`config.mk`:
```
export PLATFORM = sky130hd
export DESIGN_NAME = hf_encoder
export DESIGN_NICKNAME = d
export VERILOG_FILES = /design/src/rtl/hf_pkg.sv /design/src/rtl/hf_code_table.sv /design/src/rtl/hf_encoder.sv
export SDC_FILE = /design/constraint.sdc
export NUM_CORES = 1
export LEC_CHECK = 0
export CORE_MARGIN = 5
export CORE_UTILIZATION = 40
export DETAILED_ROUTE_END_ITERATION = 7
export HOLD_SLACK_MARGIN = 0.12
export SKIP_CTS_REPAIR_TIMING = 1
export SLEW_MARGIN = 40
export SYNTH_ARGS = -nofsm -noshare
export SYNTH_HDL_FRONTEND = slang
export SYNTH_SLANG_ARGS = --single-unit
```
`constraint.sdc`:
```
create_clock -name CLK -period 13.95 [get_ports CLK]
set_clock_uncertainty 0.1 [all_clocks]
set_input_delay 1.395 -clock CLK [delete_from_list [all_inputs] [get_ports CLK]]
set_output_delay 1.395 -clock CLK [all_outputs]
set_load 0.01 [all_outputs]
```
`src/rtl/hf_pkg.sv`:
```
`default_nettype none
// +--------------------------------------------------------------------+
// | Module   : hf_pkg                                                  |
// | Purpose  : Shared defaults and FSM encoding for the Huffman encoder|
// | Revision : 1.0 - initial release                                   |
// +--------------------------------------------------------------------+
package hf_pkg;

   localparam int c_sym_w_def   = 4;
   localparam int c_max_len_def = 16;
   localparam int c_out_w_def   = 8;

   typedef enum logic [1:0] {
      ACCUM = 2'd0,
      EMIT  = 2'd1,
      FLUSH = 2'd2
   } hf_state_e;

endpackage
`default_nettype wire

```
`src/rtl/hf_code_table.sv`:
```
`default_nettype none
// +--------------------------------------------------------------------+
// | Module   : hf_code_table                                           |
// | Purpose  : {len, code} table, sync write port, combinational read  |
// | Revision : 1.0 - initial release                                   |
// +--------------------------------------------------------------------+
module hf_code_table
   import hf_pkg::*;
#(
   parameter int SYM_W   = c_sym_w_def,
   parameter int MAX_LEN = c_max_len_def,
   parameter int LEN_W   = $clog2(c_max_len_def + 1)
) (
   input  logic               CLK,
   input  logic               Reset,
   input  logic               we,
   input  logic [SYM_W-1:0]   wr_sym,
   input  logic [MAX_LEN-1:0] wr_code,
   input  logic [LEN_W-1:0]   wr_len,
   input  logic [SYM_W-1:0]   rd_sym,
   output logic [MAX_LEN-1:0] rd_code,
   output logic [LEN_W-1:0]   rd_len
);

   localparam int c_depth = 2 ** SYM_W;

   logic [MAX_LEN-1:0] r_code [c_depth];
   logic [LEN_W-1:0]   r_len  [c_depth];

   for (genvar g = 0; g < c_depth; g++) begin : g_entry
      always_ff @(posedge CLK or posedge Reset) begin
         if (Reset) begin
            r_code[g] <= '0;
            r_len[g]  <= '0;
         end else if (we && (wr_sym == SYM_W'(g))) begin
            r_code[g] <= wr_code;
            r_len[g]  <= wr_len;
         end
      end
   end

   assign rd_code = r_code[rd_sym];
   assign rd_len  = r_len[rd_sym];

endmodule
`default_nettype wire

```
`src/rtl/hf_encoder.sv`:
```
`default_nettype none
// +--------------------------------------------------------------------+
// | Module   : hf_encoder                                              |
// | Purpose  : Serial symbol in, table-driven Huffman code bits packed |
// |            into OUT_W-bit words out                                |
// | Revision : 1.0 - initial release                                   |
// +--------------------------------------------------------------------+
module hf_encoder
   import hf_pkg::*;
#(
   parameter int SYM_W   = c_sym_w_def,
   parameter int MAX_LEN = c_max_len_def,
   parameter int OUT_W   = c_out_w_def
) (
   input  logic                          CLK,
   input  logic                          Reset,
   input  logic                          in_valid,
   input  logic                          val_in,
   output logic                          in_ready,
   input  logic                          flush,
   input  logic                          tbl_we,
   input  logic [SYM_W-1:0]              tbl_sym,
   input  logic [MAX_LEN-1:0]            tbl_code,
   input  logic [$clog2(MAX_LEN+1)-1:0]  tbl_len,
   output logic [OUT_W-1:0]              hf_c,
   output logic                          hf_c_valid,
   output logic [$clog2(OUT_W+1)-1:0]    hf_c_nbits,
   output logic                          err
);

   localparam int c_len_w = $clog2(MAX_LEN + 1);
   localparam int c_nb_w  = $clog2(OUT_W + 1);
   localparam int c_cnt_w = $clog2(SYM_W + 1);

   hf_state_e            r_state;
   logic [SYM_W-2:0]     r_acc;
   logic [c_cnt_w-1:0]   r_bcnt;
   logic [MAX_LEN-1:0]   r_emit_code;
   logic [c_len_w-1:0]   r_emit_rem;
   logic [OUT_W-1:0]     r_pack;
   logic [c_nb_w-1:0]    r_pcnt;
   logic                 r_flush_pend;
   logic                 r_err;
   logic [OUT_W-1:0]     r_hf_c;
   logic                 r_hf_c_valid;
   logic [c_nb_w-1:0]    r_hf_c_nbits;

   logic                 w_accept;
   logic                 w_last_bit;
   logic [SYM_W-1:0]     w_sym;
   logic [MAX_LEN-1:0]   w_lk_code;
   logic [c_len_w-1:0]   w_lk_len;
   logic [MAX_LEN-1:0]   w_lk_aligned;
   logic                 w_emit_bit;
   logic [OUT_W-1:0]     w_pack_ins;

   assign in_ready   = (r_state == ACCUM) && !Reset;
   assign w_accept   = in_valid && in_ready;
   assign w_last_bit = w_accept && (r_bcnt == c_cnt_w'(SYM_W - 1));
   // The final bit completes the symbol combinationally, so only SYM_W-1 bits are stored.
   assign w_sym      = {r_acc, val_in};

   hf_code_table #(
      .SYM_W   (SYM_W),
      .MAX_LEN (MAX_LEN),
      .LEN_W   (c_len_w)
   ) u_table (
      .CLK     (CLK),
      .Reset   (Reset),
      .we      (tbl_we),
      .wr_sym  (tbl_sym),
      .wr_code (tbl_code),
      .wr_len  (tbl_len),
      .rd_sym  (w_sym),
      .rd_code (w_lk_code),
      .rd_len  (w_lk_len)
   );

   // Codes are left-aligned at latch time so EMIT always takes the MSB.
   assign w_lk_aligned = w_lk_code << (c_len_w'(MAX_LEN) - w_lk_len);
   assign w_emit_bit   = r_emit_code[MAX_LEN-1];
   assign w_pack_ins   = r_pack | ({w_emit_bit, {(OUT_W-1){1'b0}}} >> r_pcnt);

   always_ff @(posedge CLK or posedge Reset) begin
      if (Reset) begin
         r_state      <= ACCUM;
         r_acc        <= '0;
         r_bcnt       <= '0;
         r_emit_code  <= '0;
         r_emit_rem   <= '0;
         r_pack       <= '0;
         r_pcnt       <= '0;
         r_flush_pend <= 1'b0;
         r_err        <= 1'b0;
         r_hf_c       <= '0;
         r_hf_c_valid <= 1'b0;
         r_hf_c_nbits <= '0;
      end else begin
         r_hf_c_valid <= 1'b0;
         case (r_state)
            ACCUM: begin
               if (w_accept) begin
                  r_acc  <= w_sym[SYM_W-2:0];
                  r_bcnt <= w_last_bit ? '0 : r_bcnt + c_cnt_w'(1);
               end
               if (w_last_bit) begin
                  if (w_lk_len == '0) begin
                     r_err <= 1'b1;
                  end else begin
                     r_emit_code <= w_lk_aligned;
                     r_emit_rem  <= w_lk_len;
                     r_state     <= EMIT;
                  end
                  if (flush) r_flush_pend <= 1'b1;
               end else if (flush || r_flush_pend) begin
                  r_flush_pend <= 1'b0;
                  if (r_pcnt != '0) r_state <= FLUSH;
               end
            end
            EMIT: begin
               if (flush) r_flush_pend <= 1'b1;
               r_emit_code <= r_emit_code << 1;
               r_emit_rem  <= r_emit_rem - c_len_w'(1);
               if (r_pcnt == c_nb_w'(OUT_W - 1)) begin
                  r_hf_c       <= w_pack_ins;
                  r_hf_c_valid <= 1'b1;
                  r_hf_c_nbits <= c_nb_w'(OUT_W);
                  r_pack       <= '0;
                  r_pcnt       <= '0;
               end else begin
                  r_pack <= w_pack_ins;
                  r_pcnt <= r_pcnt + c_nb_w'(1);
               end
               if (r_emit_rem == c_len_w'(1)) r_state <= ACCUM;
            end
            FLUSH: begin
               if (flush) r_flush_pend <= 1'b1;
               r_hf_c       <= r_pack;
               r_hf_c_valid <= 1'b1;
               r_hf_c_nbits <= r_pcnt;
               r_pack       <= '0;
               r_pcnt       <= '0;
               r_state      <= ACCUM;
            end
            default: r_state <= ACCUM;
         endcase
      end
   end

   assign hf_c       = r_hf_c;
   assign hf_c_valid = r_hf_c_valid;
   assign hf_c_nbits = r_hf_c_nbits;
   assign err        = r_err;

endmodule
`default_nettype wire

```
=== Word level (Yosys, flattened, before mapping) ===
Cells that the tools add are included.

* Logic and storage cells: 148
* Register bits after elaboration: 392
* Output and inout bits: 15

* Add/subtract/negate cells: 4
* Mux-type cells: 33
* Shifts and indexed selects: 2
* Eq/ne operators: 27
* Order comparisons: 1
* Bitwise logic cells: 2
* Reductions and logical operators: 35

{| class="wikitable"
|+ Operators with widths
! operator !! count
|-
| 16-bit binary-select mux with 4-bit select || 1
|-
| 16-bit two-way mux || 4
|-
| 4-bit == test, second input constant || 8
|-
| 16-bit one-hot mux with 2 select lines || 1
|-
| 8-bit one-hot mux with 2 select lines || 2
|-
| 5-bit binary-select mux with 4-bit select || 1
|-
| 4-bit by 3-bit == test with 1-bit output, second input constant || 5
|-
| 5-bit two-way mux || 4
|-
| 1-bit logical AND || 19
|-
| 8-bit two-way mux || 2
|-
| 4-bit one-hot mux with 2 select lines || 2
|-
| 16-bit by 5-bit << shifter with 16-bit output || 1
|-
| 2-bit two-way mux || 5
|-
| 5-bit one-hot mux with 2 select lines || 1
|-
| 4-bit by 2-bit == test with 1-bit output, second input constant || 2
|-
| 4-bit two-way mux || 2
|-
| 2-bit inequality test, second input constant || 4
|-
| 8-bit bitwise OR || 1
|-
| 8-bit by 4-bit >> shifter with 8-bit output || 1
|-
| 3-bit by 2-bit inequality test with 1-bit output, second input constant || 2
|-
| 2-bit AND reduction || 3
|-
| 3-bit AND reduction || 2
|-
| 2-bit nonzero test || 3
|-
| 5-bit by 1-bit == test with 1-bit output, second input constant || 1
|-
| other kinds (23) || 27
|}

=== Logic depth before layout (Yosys ltp) ===
* Word-level depth: 9
* Depth in mapped cells: 15
* Gate-level depth less buffers: 11

=== By module ===
A second synthesis with hierarchy kept.

* Cells, all modules: 1255
* Area, all modules: 18353.9 sq um

{| class="wikitable"
|+ Modules (own cells, without submodules)
! module !! cells an instance !! area an instance (sq um) !! seq. area each (sq um) !! instances
|-
| hf_code_table || 927 || 15033.2 || 8408.1 || 1
|-
| hf_encoder || 328 || 3320.7 || 1401.3 || 1
|}

=== Worst setup path after synthesis ===
No wires, ideal clock.

* Path type: in2reg
* From: input val_in
* To: register r_emit_code[9]
* Buffers on the path: 5
* Arrival time: 4.457 ns
* Path slack: 9.268 ns
* Library setup time: 0.125 ns
* Data required time: 13.725 ns
* Stages on the path: 13
* Path through: buf_4 buf_2 buf_2 buf_2 mux4_2 mux4_2 inv_1 ha_1 nor2b_1 a21bo_4 buf_6 o221ai_1 mux2_2

* Word-level cells in the longest chain between the ends: 9
* Elaborated cells on any way between the ends: 15
* Classes of those cells: add/sub (1); eq/ne (1); shift (1); mux (9); bitwise (1); reduce/logical (2)

{| class="wikitable"
|+ RTL lines
! element !! line !! RTL
|-
| from (decl) || hf_encoder.sv:18 || <nowiki>input logic val_in,</nowiki>
|-
| 4-bit inverter with 5-bit output (not written as such) * || hf_code_table.sv:42, hf_code_table.sv:43 ||
|-
| 5-bit binary-select mux with 4-bit select || hf_code_table.sv:43 || <nowiki>assign rd_len = r_len[rd_sym];</nowiki>
|-
| 5-bit two-way mux (not written as such) (2 in series) || hf_code_table.sv:43 ||
|-
| 5-bit subtractor || hf_encoder.sv:80 || <nowiki>assign w_lk_aligned = w_lk_code << (c_len_w'(MAX_LEN) - w_lk_len);</nowiki>
|-
| 16-bit by 5-bit << shifter with 16-bit output || hf_encoder.sv:80 ||
|-
| 16-bit two-way mux || hf_encoder.sv:107 || <nowiki>if (w_lk_len == '0) begin</nowiki>
|-
| 16-bit two-way mux || hf_encoder.sv:106 || <nowiki>if (w_last_bit) begin</nowiki>
|-
| 16-bit one-hot mux with 2 select lines || hf_encoder.sv:100 || <nowiki>case (r_state)</nowiki>
|-
| to (signal assigned) || hf_encoder.sv:110 || <nowiki>r_emit_code <= w_lk_aligned;</nowiki>
|-
| to (signal assigned) || hf_encoder.sv:122 || <nowiki>r_emit_code <= r_emit_code << 1;</nowiki>
|-
| to (decl) || hf_encoder.sv:38 || <nowiki>logic [MAX_LEN-1:0] r_emit_code;</nowiki>
|}

Every way passes the cells marked *; elsewhere a longest branch is shown, timed or not. The select of a mux whose other input is x is not followed.
A chain may end at the register's enable or synchronous reset.

=== Worst setup path after layout ===
* From: register r_acc[0]
* To: register r_emit_code[10]

* Word-level cells in the longest chain between the ends: 9
* Elaborated cells on any way between the ends: 15
* Classes of those cells: add/sub (1); eq/ne (1); shift (1); mux (9); bitwise (1); reduce/logical (2)

{| class="wikitable"
|+ RTL lines
! element !! line !! RTL
|-
| from (decl) || hf_encoder.sv:36 || <nowiki>logic [SYM_W-2:0] r_acc;</nowiki>
|-
| from (signal assigned) || hf_encoder.sv:103 || <nowiki>r_acc <= w_sym[SYM_W-2:0];</nowiki>
|-
| 4-bit inverter with 5-bit output (not written as such) * || hf_code_table.sv:42, hf_code_table.sv:43 ||
|-
| 5-bit binary-select mux with 4-bit select || hf_code_table.sv:43 ||
|-
| 5-bit two-way mux (not written as such) (2 in series) || hf_code_table.sv:43 ||
|-
| 5-bit subtractor || hf_encoder.sv:80 ||
|-
| 16-bit by 5-bit << shifter with 16-bit output || hf_encoder.sv:80 ||
|-
| 16-bit two-way mux || hf_encoder.sv:107 ||
|-
| 16-bit two-way mux || hf_encoder.sv:106 ||
|-
| 16-bit one-hot mux with 2 select lines || hf_encoder.sv:100 ||
|}

Marks and branches as above.

==> flow_metrics.env <==
export IMPL_status="finished, final reports clean"
export IMPL_dieArea_um2=50300
export IMPL_grt_setup_unrepaired="false"
export IMPL_crit_path_max_incr_delay_ns=0.64
export IMPL_syn_nets=1309
export IMPL_coreArea_um2=45400
export IMPL_fin_util_pct=45.8
export IMPL_seq_area_um2=9820
export IMPL_setup_viol=0
export IMPL_powerDensity_nw_per_um2=206
export IMPL_worstPathRequired_ns=14.35
export IMPL_antenna_found_initial=0
export IMPL_synth_common_cells="392 x dfrtp_1, 339 x mux2_2, 95 x mux4_2"
export IMPL_ys_ff_latch=392
export IMPL_clkTransAtPathRegs_ns=0.06
export IMPL_cp_end_kind="register"
export IMPL_path_cells="buf_4 > buf_4 > mux4_2 > a22oi_1 > nand2_1 > inv_1 > ha_1 > nor3b_1 > ha_1 > o22a_1 > a21oi_1 > o31ai_1 > o22a_1"
export IMPL_maxCapViolCount=0
export IMPL_grt_total_usage_pct=18.0
export IMPL_fin_nets=1330
export IMPL_ys_flop_type="dfrtp_1"
export IMPL_hold_ws_ns=0.376
export IMPL_worstPathArrival_ns=5.27
export IMPL_diodes=0
export IMPL_cts_max_level=2
export IMPL_hp_class="reg2reg"
export IMPL_synth_cells=1267
export IMPL_row_count=78
export IMPL_hold_viol=0
export IMPL_vias=10800
export IMPL_yosysMostFrequentCell="dfrtp_1"
export IMPL_ys_warnings_count=0
export IMPL_yosysSeqAreaShare_pct=53.4
export IMPL_critPathKind="reg2reg"
export IMPL_max_freq_mhz=205
export IMPL_drv_slew=0
export IMPL_critPathLaunchType="register"
export IMPL_dp_hpwl_um=25500
export IMPL_synth_top_area_share_pct=53.4
export IMPL_yosysTopAreaCell="dfrtp_1"
export IMPL_drt_vias_per_instance=5.64
export IMPL_drive_above_1_share_pct=41.6
export IMPL_die_w_um=224
export IMPL_grt_max_degree=132
export IMPL_synth_cell_types=57
export IMPL_pre_cts_slack_ns=8.91
export IMPL_cts_sinks=392
export IMPL_firstDrtPassIters=5
export IMPL_tns_ns=0
export IMPL_fin_ws_ns=9.07
export IMPL_synth_area_leaders="dfrtp_1 53%, mux2_2 21%, mux4_2 12%"
export IMPL_cp_slowest_cell="buf_4"
export IMPL_gr_total_overflow=0
export IMPL_cts_tree="yes"
export IMPL_async_flop_share_pct=100
export IMPL_antenna_left=0
export IMPL_slew_headroom_pct=47.4
export IMPL_grt_pass1_wl_um=70600
export IMPL_worstMarginPinSlew_ns=0.784
export IMPL_vdd_ir_drop_worst_v=0.0000991
export IMPL_port_buffers=45
export IMPL_leakage_nw=8.75
export IMPL_post_route_min_period_ns=4.88
export IMPL_synth_area_um2=18400
export IMPL_synth_edf_count=0
export IMPL_wl_um=44600
export IMPL_wire_per_inst_um=23.3
export IMPL_route_detailed_drc=0
export IMPL_routabilityCongestion=0.813
export IMPL_clock_root_buffer="clkbuf_16"
export IMPL_grt_pass1_vias=11400
export IMPL_clk_latency_ns=0.57
export IMPL_drtIter0Drc=704
export IMPL_numCtsBuffers=44
export IMPL_multi_input_area_um2=8120
export IMPL_path_max_fanout=41
export IMPL_syn_area_per_cell_um2=14.5
export IMPL_clock_path_buffers=3
export IMPL_syn2layout_area_growth_pct=13.3
export IMPL_initial_core_util_pct=40.5
export IMPL_io_pin_count=46
export IMPL_fp_dieH_um=224
export IMPL_post_route_period_util_pct=35.0
export IMPL_fillers=4006
cell type report:
type | count | area share, %
flip-flops and latches | 392 | 47.2
repair buffers | 73 | 3.25
clock buffers | 61 | 6.00
well taps | 600 | 3.61
multi-input cells | 766 | 39.1
inverters | 11 | 0.265
clock inverters | 13 | 0.608
worst max-delay path, delay by kind of cell, from the launching register on:
family,cells,cell delay [ns]
AO/OA/AOI/OAI,5,1.22
adder cells (fa/ha/maj),2,0.65
buffers and inverters,3,1.32
flip-flops,1,0.56
multiplexers,1,0.56
AND/OR/NAND/NOR,2,0.39
stage by stage:
step | instances | total power [mW] | cell area [um2]
2_1_floorplan | 1267 | 2.80 | 18400
3_3_place_gp | 1842 | 3.14 | 19400
3_5_place_dp | 1842 | 3.19 | 19400
4_1_cts | 1916 | 4.33 | 20800
5_1_grt | 1916 | 4.54 | 20800
6_report | 1916 | 4.29 | 20800
power by group:
| part | switching, mW | internal [mW] |
|---|---|---|
| clock network | 0.458 | 0.658 |
| registers | 0.178 | 1.43 |
| logic | 0.776 | 0.787 |
| total | 1.41 | 2.88 |
kinds of logic (layout without fill, tap and decap cells):
group	Yosys count	after routing	synth area share, %
flip-flops	392	392	53.4
XOR/XNOR	2	2	0.136
multiplexers	460	460	34.0
AND/OR/NAND/NOR	155	155	4.05
buffers and inverters	109	158	2.62
AO/OA/AOI/OAI	138	138	5.06
adder cells (fa/ha/maj)	11	11	0.750
worst paths after layout:
kind                       slack, ns                 end     start  cells after the start
hold / removal                  0.38             hf_c[6]   hf_c[6]                      2
max in group asynchronous      10.55  u_table.r_code[88]     Reset                      4
setup / recovery                9.07     r_emit_code[10]  r_acc[0]                     13
setup reg to reg                9.07     r_emit_code[10]  r_acc[0]                     13
hold reg to reg                 0.38             hf_c[6]   hf_c[6]                      2
min in group asynchronous       1.29           r_pcnt[0]     Reset                      2
layer usage:
layer | routed length (um) | up-vias | share of wire [%] | GRT usage [%]
li1 | - | 4765 | - | -
met1 | 20000 | 5757 | 45 | 24.9
met2 | 21700 | 205 | 49 | 29.9
met3 | 1860 | 70 | 4.2 | 3.33
met4 | 1010 | 0 | 2.3 | 4.50
met5 | 0 | - | 0 | 0
cells in the final DEF (no fill, tap or decap), types with 4 or more instances in the layout:
cell type	instances
dfrtp_1	389
mux2_2	339
mux4_2	95
nand2_1	62
clkbuf_16	46
clkdlybuf4s50_1	44
a21oi_1	36
a22oi_1	32
nor2_1	28
buf_4	25
mux2i_1	24
o21ai_0	17
clkinv_2	11
ha_1	11
clkbuf_1	11
nor2_2	9
inv_1	8
o22ai_1	8
nand3b_1	7
nand3_1	7
nor2b_1	7
nand2b_1	6
o21a_1	6
nor3b_1	5
and2_1	5
nor3_1	5
o31ai_1	5
clkbuf_8	5
and3_1	4
o221ai_1	4
o22a_1	4
o21bai_1	4
flip-flops by register name (all words and copies together), names as in the netlist:
signal / count
r_pcnt: 4
err: 1
r_pack: 8
u_table.r_len: 80
r_emit_code: 16
r_emit_rem: 5
r_acc: 3
u_table.r_code: 256
hf_c: 8
hf_c_nbits: 4
r_bcnt: 3
hf_c_valid: 1
r_state: 2
r_flush_pend: 1
Note: power is estimated with default switching activity, not from simulation.
